## config.mk

```make
export PLATFORM = sky130hd
export DESIGN_NAME = cache_bus_arbiter
export DESIGN_NICKNAME = d
export VERILOG_FILES = /design/src/rtl/cache_bus_arbiter.sv
export SDC_FILE = /design/constraint.sdc
export NUM_CORES = 1
export LEC_CHECK = 0
export CAP_MARGIN = 20
export CELL_PAD_IN_SITES_DETAIL_PLACEMENT = 1
export CELL_PAD_IN_SITES_GLOBAL_PLACEMENT = 1
export CORE_AREA = 3 3 242 244
export CTS_CLUSTER_SIZE = 25
export DETAILED_ROUTE_END_ITERATION = 10
export DIE_AREA = 0 0 245 247
export PLACE_DENSITY_LB_ADDON = 0.1
export SLEW_MARGIN = 10
export SYNTH_ARGS = -nofsm -noshare
export SYNTH_HDL_FRONTEND = slang
export SYNTH_SLANG_ARGS = --single-unit
```

## constraint.sdc

```tcl
create_clock -name clk_i -period 4.1 [get_ports clk_i]
set_clock_uncertainty 0.05 [all_clocks]
set_input_delay 1.025 -clock clk_i [delete_from_list [all_inputs] [get_ports clk_i]]
set_output_delay 1.025 -clock clk_i [all_outputs]
set_load 0.005 [all_outputs]
```

## src/rtl/cache_bus_arbiter.sv

```systemverilog
// cache_bus_arbiter: round-robin N-to-1 cache-bus arbiter that locks the grant through read refills.
// Define CACHE_ARB_FIXED_PRIO_EN to replace round-robin with fixed lowest-index priority.
module cache_bus_arbiter #(
  parameter int channels_p = 4,
  parameter int block_width_p = 16,
  parameter int dma_data_width_p = 2,
  parameter int pkt_width_p = 96
) (
  input  logic                              clk_i,
  input  logic                              nreset_i,
  input  logic [channels_p-1:0]             cb_valid_i,
  input  logic [channels_p*pkt_width_p-1:0] cb_pkt_i,
  output logic [channels_p-1:0]             cb_yumi_o,
  output logic [channels_p-1:0]             cb_valid_o,
  output logic [dma_data_width_p*32-1:0]    cb_data_o,
  output logic                              mem_valid_o,
  output logic [pkt_width_p-1:0]            mem_pkt_o,
  input  logic                              mem_yumi_i,
  input  logic                              mem_valid_i,
  input  logic [dma_data_width_p*32-1:0]    mem_data_i
);
  localparam int beats_p = block_width_p / dma_data_width_p;
  localparam int ch_w = channels_p > 1 ? $clog2(channels_p) : 1;
  localparam int cnt_w = $clog2(beats_p) + 1;
  typedef enum logic [1:0] {IDLE, REQ, RESP} state_e;
  state_e state_q, state_d;
  logic [ch_w-1:0] grant_q, grant_d, rr_ptr_q, rr_ptr_d, pick;
  logic [cnt_w-1:0] beat_cnt_q, beat_cnt_d;
  logic [pkt_width_p-1:0] pkts [channels_p];
  logic accept;
  for (genvar g = 0; g < channels_p; g++) begin : g_pkt
    assign pkts[g] = cb_pkt_i[g*pkt_width_p +: pkt_width_p];
  end
  assign mem_pkt_o = pkts[grant_q];
  assign cb_data_o = mem_data_i;
`ifdef CACHE_ARB_FIXED_PRIO_EN
  always_comb begin
    pick = '0;
    for (int i = channels_p - 1; i >= 0; i--)
      if (cb_valid_i[i]) pick = ch_w'(i);
  end
`else
  // descending scan so the smallest offset from rr_ptr wins
  always_comb begin
    pick = '0;
    for (int i = channels_p - 1; i >= 0; i--)
      if (cb_valid_i[(int'(rr_ptr_q) + i) % channels_p]) pick = ch_w'((int'(rr_ptr_q) + i) % channels_p);
  end
`endif
  always_comb begin
    state_d = state_q;
    grant_d = grant_q;
    rr_ptr_d = rr_ptr_q;
    beat_cnt_d = beat_cnt_q;
    mem_valid_o = 1'b0;
    cb_yumi_o = '0;
    cb_valid_o = '0;
    accept = 1'b0;
    case (state_q)
      IDLE: if (|cb_valid_i) begin
        grant_d = pick;
        state_d = REQ;
      end
      REQ: begin
        mem_valid_o = cb_valid_i[grant_q];
        accept = mem_valid_o & mem_yumi_i;
        cb_yumi_o[grant_q] = accept;
        if (accept) begin
`ifndef CACHE_ARB_FIXED_PRIO_EN
          rr_ptr_d = (grant_q == ch_w'(channels_p - 1)) ? '0 : grant_q + 1'b1;
`endif
          state_d = mem_pkt_o[0] ? IDLE : RESP;
          beat_cnt_d = '0;
        end else if (!mem_valid_o) begin
          state_d = IDLE;
        end
      end
      RESP: begin
        cb_valid_o[grant_q] = mem_valid_i;
        if (mem_valid_i) begin
          beat_cnt_d = beat_cnt_q + 1'b1;
          if (beat_cnt_q == cnt_w'(beats_p - 1)) state_d = IDLE;
        end
      end
      default: state_d = IDLE;
    endcase
  end
  always_ff @(posedge clk_i or negedge nreset_i) begin
    if (!nreset_i) begin
      state_q <= IDLE;
      grant_q <= '0;
      rr_ptr_q <= '0;
      beat_cnt_q <= '0;
    end else begin
      state_q <= state_d;
      grant_q <= grant_d;
      rr_ptr_q <= rr_ptr_d;
      beat_cnt_q <= beat_cnt_d;
    end
  end
endmodule

```

# Yosys cells after proc, flatten, opt, wreduce, memory -nomap -nowiden
# Index checks and enable logic that the tools add are counted.
[classes] add_sub_neg=5 n_lt_le_gt_ge=7 eq_ne=9 n_mux=36 bitwise=7 reduce_logical=11
[ops] operator="96-bit binary-select mux with 2-bit select" n=1
[ops] operator="96-bit 2-to-1 mux" n=2
[ops] operator="2-bit 2-to-1 mux" n=11
[ops] operator="4-bit 2-to-1 mux" n=4
[ops] operator="3-bit by 4-bit < comparator with 1-bit output, second input constant" n=3
[ops] operator="1-bit binary-select mux with 2-bit select" n=5
[ops] operator="1-bit 2-to-1 mux" n=10
[ops] operator="4-bit bitwise AND" n=2
[ops] operator="2-bit != test, second input constant" n=4
[ops] operator="4-bit one-hot mux with 2 select lines" n=1
[ops] operator="2-bit by 3-bit < comparator with 1-bit output, second input constant" n=2
[ops] operator="2-bit one-hot mux with 3 select lines" n=1
[ops] operator="2-bit OR reduction" n=3
[ops] operator="2-bit by 1-bit adder with 2-bit output, second input constant" n=2
[ops] operator="2-bit adder, second input constant" n=2
[ops] operator="4-bit by 1-bit adder with 4-bit output, second input constant" n=1
[ops] operator="2-bit equality test, second input constant" n=2
[ops] operator="4-bit by 3-bit equality test with 1-bit output, second input constant" n=1
[ops] operator="2-bit AND reduction" n=2
[ops] operator="4-bit AND reduction" n=1
[ops] operator="4-bit OR reduction" n=1
[ops] operator="1-bit bitwise AND, first input constant" n=3
[ops] operator="3-bit >= comparator, second input constant" n=1
[ops] operator="3-bit != test, second input constant" n=1
[ops] operator="other kinds (9)" n=9
[totals] reg_bits=10 in_bits=456 output_inout_bits=169 word_cells=79

# Depth between registers and ports, before layout
# Gate-level depths: netlist of run 1.
[depth] word_depth=10 depth_mapped=6 ltp_nobuf=4

# Worst setup path after synthesis of run 1
# OpenSTA, ideal clock, no wires.
[synth_timing] kind="input to output" from="in cb_valid_i[3]" to="out cb_yumi_o[0]" t_arrival_ps=1859 t_required_ps=3025 setup_slack_ps=1166 cell_stages=4 path_buffers=0 path_cell_list="mux4_2 nand2_1 nor3b_4 and2_1"
[synth_between] elab_chain_len=5
[synth_rtl] item="start: declaration" line_no="11" source="input logic [channels_p-1:0] cb_valid_i,"
[synth_rtl] item="1-bit binary-select mux with 2-bit select" line_no="65" source="mem_valid_o = cb_valid_i[grant_q];"
[synth_rtl] item="1-bit 2-to-1 mux (implied by the code)" line_no="65"
[synth_rtl] item="1-bit bitwise AND" line_no="66" source="accept = mem_valid_o & mem_yumi_i;"
[synth_rtl] item="4-bit bitwise AND (no source line)"
[synth_rtl] item="4-bit 2-to-1 mux" line_no="59" source="case (state_q)"
[synth_rtl] item="end: declaration" line_no="13" source="output logic [channels_p-1:0] cb_yumi_o,"
# No other way between the ends. The select of a mux whose other input is x is not followed.

# Final worst setup path of run 1
[layout_timing] from="in cb_valid_i[2]" to="out cb_yumi_o[1]"
# Same word-level chain as after synthesis.

==> key figures, run 1 <==
Layout
  – Fill cells: 6472
  – Register area: 258 sq um
  – Post-route cell area: 9020 sq um
  – Layout cells sized above 1: 17.3%
  – Most frequent cells in the layout: clkdlybuf4s50_1, mux4_2, nand2_1, buf_4
  – Final core utilization: 16.0%
  – Layout Area Growth over Synthesis: 161%
  – Most common cell after layout, fill and taps aside: clkdlybuf4s50_1
  – Non-Filler Instances: 1441
  – Post-layout nets: 1145
  – Area taken by multi-input logic gates: 2600 sq um

Placement
  – Gpl congestion: 0.713
  – Post-DP HPWL: 25900 um
  – Cell Count Post-Placement: 1435
  – Placed Instance Area: 8930 sq um
  – Place WS: 0.149 ns
  – IO Port Bufs: 496

Clocking
  – Later-pin clock latency in the skew report: 0.24 ns
  – Hold buffers post-CTS: 0
  – H-tree levels: 1
  – Post-CTS Resized: 0
  – Number of CTS-inserted buffers: 3
  – Postcts setup bufs: 0
  – Clock Tree Root: clkbuf_16
  – Sink Count: 10
  – CTS Buffer Depth: 2
  – CTS tree: done
  – Clock Pin Slew Worst Setup and Hold Paths: 0.04 ns

GRT
  – Global-route wire length before repair: 39200 um
  – All-Layer GR Usage: 8.90%
  – Pin count of the biggest net entering global routing: 55
  – Total global routing overflow: 0
  – GR Util met3: 3.30%
  – GR Util met2: 17.4%
  – Initial antenna violation count: 5
  – GR peak layer: met2
  – GR met1 Demand/Resource: 9.08%
  – Vias in the first global route: 4984

Power
  – Pint: 2.37 mW
  – Worst vdd ir: 0.000163 V
  – Combinational share of power: 86.7%
  – Pwr Density: 409 nW/um^2
  – Net switching power: 1.33 mW
  – Switching power share of the total: 35.9%
  – Sequential share of power: 7.9%
  – Leak pwr: 2.93 nW
  – Clock network power share: 5.3%
  – Overall Power: 3.69 mW

Die
  – Die width: 245 um
  – Die Height: 247 um
  – DIE AREA: 60500 sq um
  – Starting density of the core: 6.12%
  – Core ar.: 56500 sq um
  – # IOs: 625
  – Std cell rows: 87

Worst setup path
  – Crit-path max FO: 5
  – Worst path max stage delay: 0.50 ns
  – Cell Chain, Critical Path: clkdlybuf4s50_1 -> mux4_2 -> nand2_1 -> nor3b_4 -> and2_1 -> clkdlybuf4s50_1
  – CP top delay family: buffers and inverters
  – Crit path top cell by count: clkdlybuf4s50_1
  – Buf+Inv Stages, Crit Path: 2
  – CP endpoint kind: output pin
  – WS Path Type: primary input to output pin
  – CP Launch Type: primary input
  – Arr. time, crit path: 2.87 ns
  – Crit-path slowest cell: clkdlybuf4s50_1
  – CP required: 3.02 ns

Detailed routing
  – Antenna Nets Post-Route: 0
  – Final wirelength: 29200 um
  – Via Count: 4239
  – Via-to-Cell Ratio: 2.94
  – DR iter-0 viols: 89
  – DR WL/cell: 20.3 um
  – Drt first pass iters: 4
  – Drt drc: 0

STA
  – FMAX: 0.253 GHz
  – Min cycle time layout: 3.95 ns
  – # setup viols final: 0
  – Hold Vio Cnt, Final: 0
  – Relative slew margins: 44.2%
  – Setup TNS: 0 ns
  – Worst hold slack: 0.526 ns
  – Ratio of final minimum period to clock period: 96.3%
  – Max-slew violations: 0
  – RSZ-0062 raised after global routing: false
  – Worst-Margin Slew: 0.826 ns
  – Final WS setup: 0.153 ns

Min path
  – Worst hold path class: flip-flop to flip-flop

Synth
  – Cells after Synth: 258
  – Post-synthesis cell type count: 30
  – YS warnings: 0
  – Seq cells post-synth: 10
  – Post-synthesis mux area share: 64.7%
  – Syn Nets: 719
  – Synth Area in XOR/XNOR: 0.760%
  – Largest family of logic cells by synthesized area: multiplexers
  – Sequential share of the synthesized area: 7.24%
  – Synth Area in Compound Gates: 3.08%
  – Area share of fa/ha/maj cells after synthesis: 1.81%
  – Mapped cell area: 3460 sq um
  – Synth Area in Simple Gates: 4.96%
  – Syn_area_per_cell: 13.4 sq um

Run status
  – Outcome: finished clean

Run
  – Max cap viols: 0
[flip-flops by register name (all words and copies together) (netlist names)]
| signal | cells |
|---|---|
| grant_q | 2 |
| rr_ptr_q | 2 |
| state_q | 2 |
| beat_cnt_q | 4 |
[power groups by stage]
stage	clock network [mW]	registers [mW]	logic, mW
final	0.196	0.294	3.20
after global routing	0.209	0.320	3.45
after CTS	0.205	0.305	3.33
after detailed placement	0	0.308	3.31
after global placement	0	0.309	3.36
after floorplan	0	0.183	1.57
[metal layers]
metal  wire, um  vias to the layer above
met4        467                        4
met3       2820                       32
li1           -                     1870
met2      15900                      271
met5         27                        -
met1       9980                     2062
[cells by family (layout without fill, tap and decap cells)]
family	count (synthesis)	count (layout)
DFF	10	10
muxes	102	102
xor gates and xnor gates	3	3
other	0	2
AOI/OAI and AO/OA	17	17
buffers and inverters	91	516
adders and majority gates	5	5
and+or+nand+nor	30	30
[final timing paths]
check / start / to / slack [ns] / cells after the start
setup / recovery: cb_valid_i[2] / cb_yumi_o[1] / 0.15 / 6
min in group asynchronous: nreset_i / beat_cnt_q[3]$_DFFE_PN0P_ / 1.09 / 1
max in group asynchronous: nreset_i / grant_q[1]$_DFFE_PN0P_ / 2.51 / 1
hold / removal: rr_ptr_q[0]$_DFFE_PN0P_ / rr_ptr_q[0]$_DFFE_PN0P_ / 0.53 / 1
setup reg to reg: grant_q[0]$_DFFE_PN0P_ / rr_ptr_q[0]$_DFFE_PN0P_ / 1.88 / 5
hold reg to reg: rr_ptr_q[0]$_DFFE_PN0P_ / rr_ptr_q[0]$_DFFE_PN0P_ / 0.53 / 1
[area by class of cell]
| cell class | instances | share of cell area (%) |
|---|---|---|
| timing repair buffer | 509 | 56.6 |
| multi-input combinational | 157 | 28.9 |
| tap | 756 | 10.5 |
| sequential | 10 | 2.86 |
| clock buffer | 4 | 0.984 |
| inverter | 3 | 0.125 |
| antenna | 2 | 0.0555 |
[worst register-to-register path, cell delays in order, from the launching register on]
cell     delay, ns
dfrtp_4       0.75
mux4_2        0.58
nand2_1       0.17
nor3b_4       0.08
buf_4         0.17
mux2_1        0.31
[Yosys cell counts (all sizes together)]
cell type | count | area share [%]
nand3 | 2 | 0.29
o21ai | 3 | 0.43
or3b | 1 | 0.25
xnor2 | 1 | 0.25
ha | 5 | 1.8
nand2 | 9 | 0.98
o21a | 1 | 0.22
a2111oi | 1 | 0.25
a21o | 1 | 0.22
dfrtp | 10 | 7.2
mux2i | 3 | 0.87
xor2 | 2 | 0.51
nand4b | 1 | 0.25
mux2 | 2 | 0.65
nor2 | 5 | 0.54
a21oi | 4 | 0.58
inv | 3 | 0.33
o22ai | 5 | 0.90
clkbuf | 5 | 0.54
nand3b | 2 | 0.43
o31ai | 1 | 0.22
nor3b | 2 | 0.76
mux4 | 97 | 63
and2 | 8 | 1.4
buf | 83 | 17
o41ai | 1 | 0.25
No activity file was read; power rests on OpenSTA's default activity.
==> run 2, diff against run 1 <==
--- a/config.mk
+++ b/config.mk
@@ -13,6 +13,7 @@
 export DETAILED_ROUTE_END_ITERATION = 10
 export DIE_AREA = 0 0 245 247
 export PLACE_DENSITY_LB_ADDON = 0.1
+export REMOVE_ABC_BUFFERS = 1
 export SLEW_MARGIN = 10
 export SYNTH_ARGS = -nofsm -noshare
 export SYNTH_HDL_FRONTEND = slang
==> run 2 against run 1 <==
Net effect:
- via count up 3.2%
- sequential cell count is the same
- highest routed layer unchanged
- power shrank 1.5%
- critical path depth unchanged
- maximum frequency down 0.28%
- largest power group unchanged
- wire length is 9.3% higher
- non-clock buffer count is 1 higher
- critical path type unchanged
==> key figures, run 2 (synthesis gave the netlist of run 1 again) <==
Layout
  – Most frequent cells in the layout: clkdlybuf4s50_1, mux4_2, buf_4, nand2_1 (was clkdlybuf4s50_1, mux4_2, nand2_1, buf_4)
  – Layout Area Growth over Synthesis: 160% (was 161%)
  – Max reg flops: 4 (unchanged)
  – Layout cells sized above 1: 17.3% (about the same)
  – Diode count: 0 (was 2)
  – Final core utilization: 15.9% (was 16.0%)
  – Most common cell after layout, fill and taps aside: clkdlybuf4s50_1 (unchanged)
  – Post-layout nets: 1146 (was 1145)
  – Reg with most FFs: beat_cnt_q (unchanged)

Die
  – DIE AREA: 60500 sq um (unchanged)
  – Starting density of the core: 6.12% (unchanged)
  – Die width: 245 um (unchanged)
  – Die Height: 247 um (unchanged)
  – # IOs: 625 (unchanged)
  – Std cell rows: 87 (unchanged)
  – Core ar.: 56500 sq um (unchanged)

STA
  – RSZ-0062 raised after global routing: false (unchanged)
  – Max-slew violations: 0 (unchanged)
  – Ratio of final minimum period to clock period: 96.5% (was 96.3%)
  – Hold Vio Cnt, Final: 0 (unchanged)
  – Worst-Margin Slew: 0.505 ns (was 0.826 ns)
  – FMAX: 0.253 GHz (about the same)
  – Final WS setup: 0.142 ns (was 0.153 ns)
  – Setup TNS: 0 ns (unchanged)
  – Worst hold slack: 0.523 ns (was 0.526 ns)
  – Min cycle time layout: 3.96 ns (was 3.95 ns)
  – Relative slew margins: 66.3% (was 44.2%)
  – # setup viols final: 0 (unchanged)

Worst setup path
  – CP endpoint kind: output pin (unchanged)
  – Crit-path max FO: 5 (unchanged)
  – Worst path max stage delay: 0.50 ns (about the same)
  – CP required: 3.02 ns (about the same)
  – Arr. time, crit path: 2.88 ns (was 2.87 ns)
  – CP top delay family: buffers and inverters (unchanged)
  – CP Launch Type: primary input (unchanged)
  – WS Path Type: primary input to output pin (unchanged)
  – Crit-path slowest cell: clkdlybuf4s50_1 (unchanged)
  – Buf+Inv Stages, Crit Path: 2 (unchanged)
  – Crit path top cell by count: clkdlybuf4s50_1 (unchanged)
  – Cell Chain, Critical Path: clkdlybuf4s50_1 -> mux4_2 -> nand2_1 -> nor3b_4 -> and2_1 -> clkdlybuf4s50_1 (unchanged)

Power
  – Leak pwr: 2.92 nW (was 2.93 nW)
  – Worst vdd ir: 0.000173 V (was 0.000163 V)
  – Overall Power: 3.64 mW (was 3.69 mW)
  – Pwr Density: 404 nW/um^2 (was 409 nW/um^2)

Detailed routing
  – Antenna Nets Post-Route: 0 (unchanged)
  – Final wirelength: 31900 um (was 29200 um)
  – Drt first pass iters: 4 (unchanged)
  – DR iter-0 viols: 84 (was 89)
  – Drt drc: 0 (unchanged)
  – DR WL/cell: 22.2 um (was 20.3 um)
  – Via-to-Cell Ratio: 3.04 (was 2.94)
  – Via Count: 4374 (was 4239)

Clocking
  – CTS Buffer Depth: 2 (unchanged)
  – Clock Tree Root: clkbuf_16 (unchanged)
  – Hold buffers post-CTS: 0 (unchanged)
  – Sink Count: 10 (unchanged)
  – Postcts setup bufs: 0 (unchanged)
  – Post-CTS Resized: 0 (unchanged)
  – H-tree levels: 1 (unchanged)
  – Number of CTS-inserted buffers: 3 (unchanged)
  – CTS tree: done (unchanged)
  – Clock Pin Slew Worst Setup and Hold Paths: 0.04 ns (about the same)
  – Later-pin clock latency in the skew report: 0.23 ns (was 0.24 ns)

GRT
  – Initial antenna violation count: 3 (was 5)
  – Vias in the first global route: 5030 (was 4984)
  – Total global routing overflow: 0 (unchanged)
  – Pin count of the biggest net entering global routing: 56 (was 55)
  – All-Layer GR Usage: 9.65% (was 8.90%)
  – Global-route wire length before repair: 41900 um (was 39200 um)

Placement
  – Gpl congestion: 0.715 (was 0.713)
  – IO Port Bufs: 496 (unchanged)
  – Place WS: 0.0811 ns (was 0.149 ns)
  – Post-DP HPWL: 28300 um (was 25900 um)

Run status
  – Outcome: finished clean (unchanged)

Run
  – Max cap viols: 0 (unchanged)

Min path
  – Worst hold path class: flip-flop to flip-flop (unchanged)
[run 2: cell type report]
cell class	instances	area [sq um]
fillers	6435	47500
repair buffers	510	5110
multi-input cells	157	2600
well taps	756	946
flip-flops and latches	10	258
clock buffers	4	78.8
inverters	3	11.3
[run 2: metrics by stage]
stage | std cells | cell area (sq um)
5_1_grt | 1440 | 9000
6_report | 1440 | 9000
4_1_cts | 1440 | 9000
3_5_place_dp | 1436 | 8930
2_1_floorplan | 170 | 2870
3_3_place_gp | 1436 | 8930
[run 2: path summary, 6_finish.rpt]
path | start | end | slack, ns | cells after the start
max | cb_valid_i[0] | cb_yumi_o[3] | 0.14 | 6
min | beat_cnt_q[1]$_DFFE_PN0P_ | beat_cnt_q[1]$_DFFE_PN0P_ | 0.52 | 2
max reg2reg | grant_q[0]$_DFFE_PN0P_ | rr_ptr_q[0]$_DFFE_PN0P_ | 1.91 | 5
min reg2reg | beat_cnt_q[1]$_DFFE_PN0P_ | beat_cnt_q[1]$_DFFE_PN0P_ | 0.52 | 2
max in group asynchronous | nreset_i | grant_q[1]$_DFFE_PN0P_ | 2.54 | 1
min in group asynchronous | nreset_i | beat_cnt_q[0]$_DFFE_PN0P_ | 1.08 | 1
[run 2: power by group]
part | switching (mW) | total [mW] | leakage [nW] | internal [mW]
sequential | 0.145 | 0.296 | 0.126 | 0.151
combinational | 1.11 | 3.17 | 2.76 | 2.06
clock | 0.0447 | 0.175 | 0.0382 | 0.130
[run 2: worst min-delay path, stage by stage (launching register included)]
cell     delay [ns]
dfrtp_1        0.39
o21ai_0        0.08
a21oi_1        0.07
[run 2: metal layers]
layer	vias up	track usage, %	routed length, um
met5	-	3.35	275
met4	10	0.521	80
met3	16	5.66	4300
met2	352	16.8	15900
met1	2126	10.4	11300
li1	1870	-	-
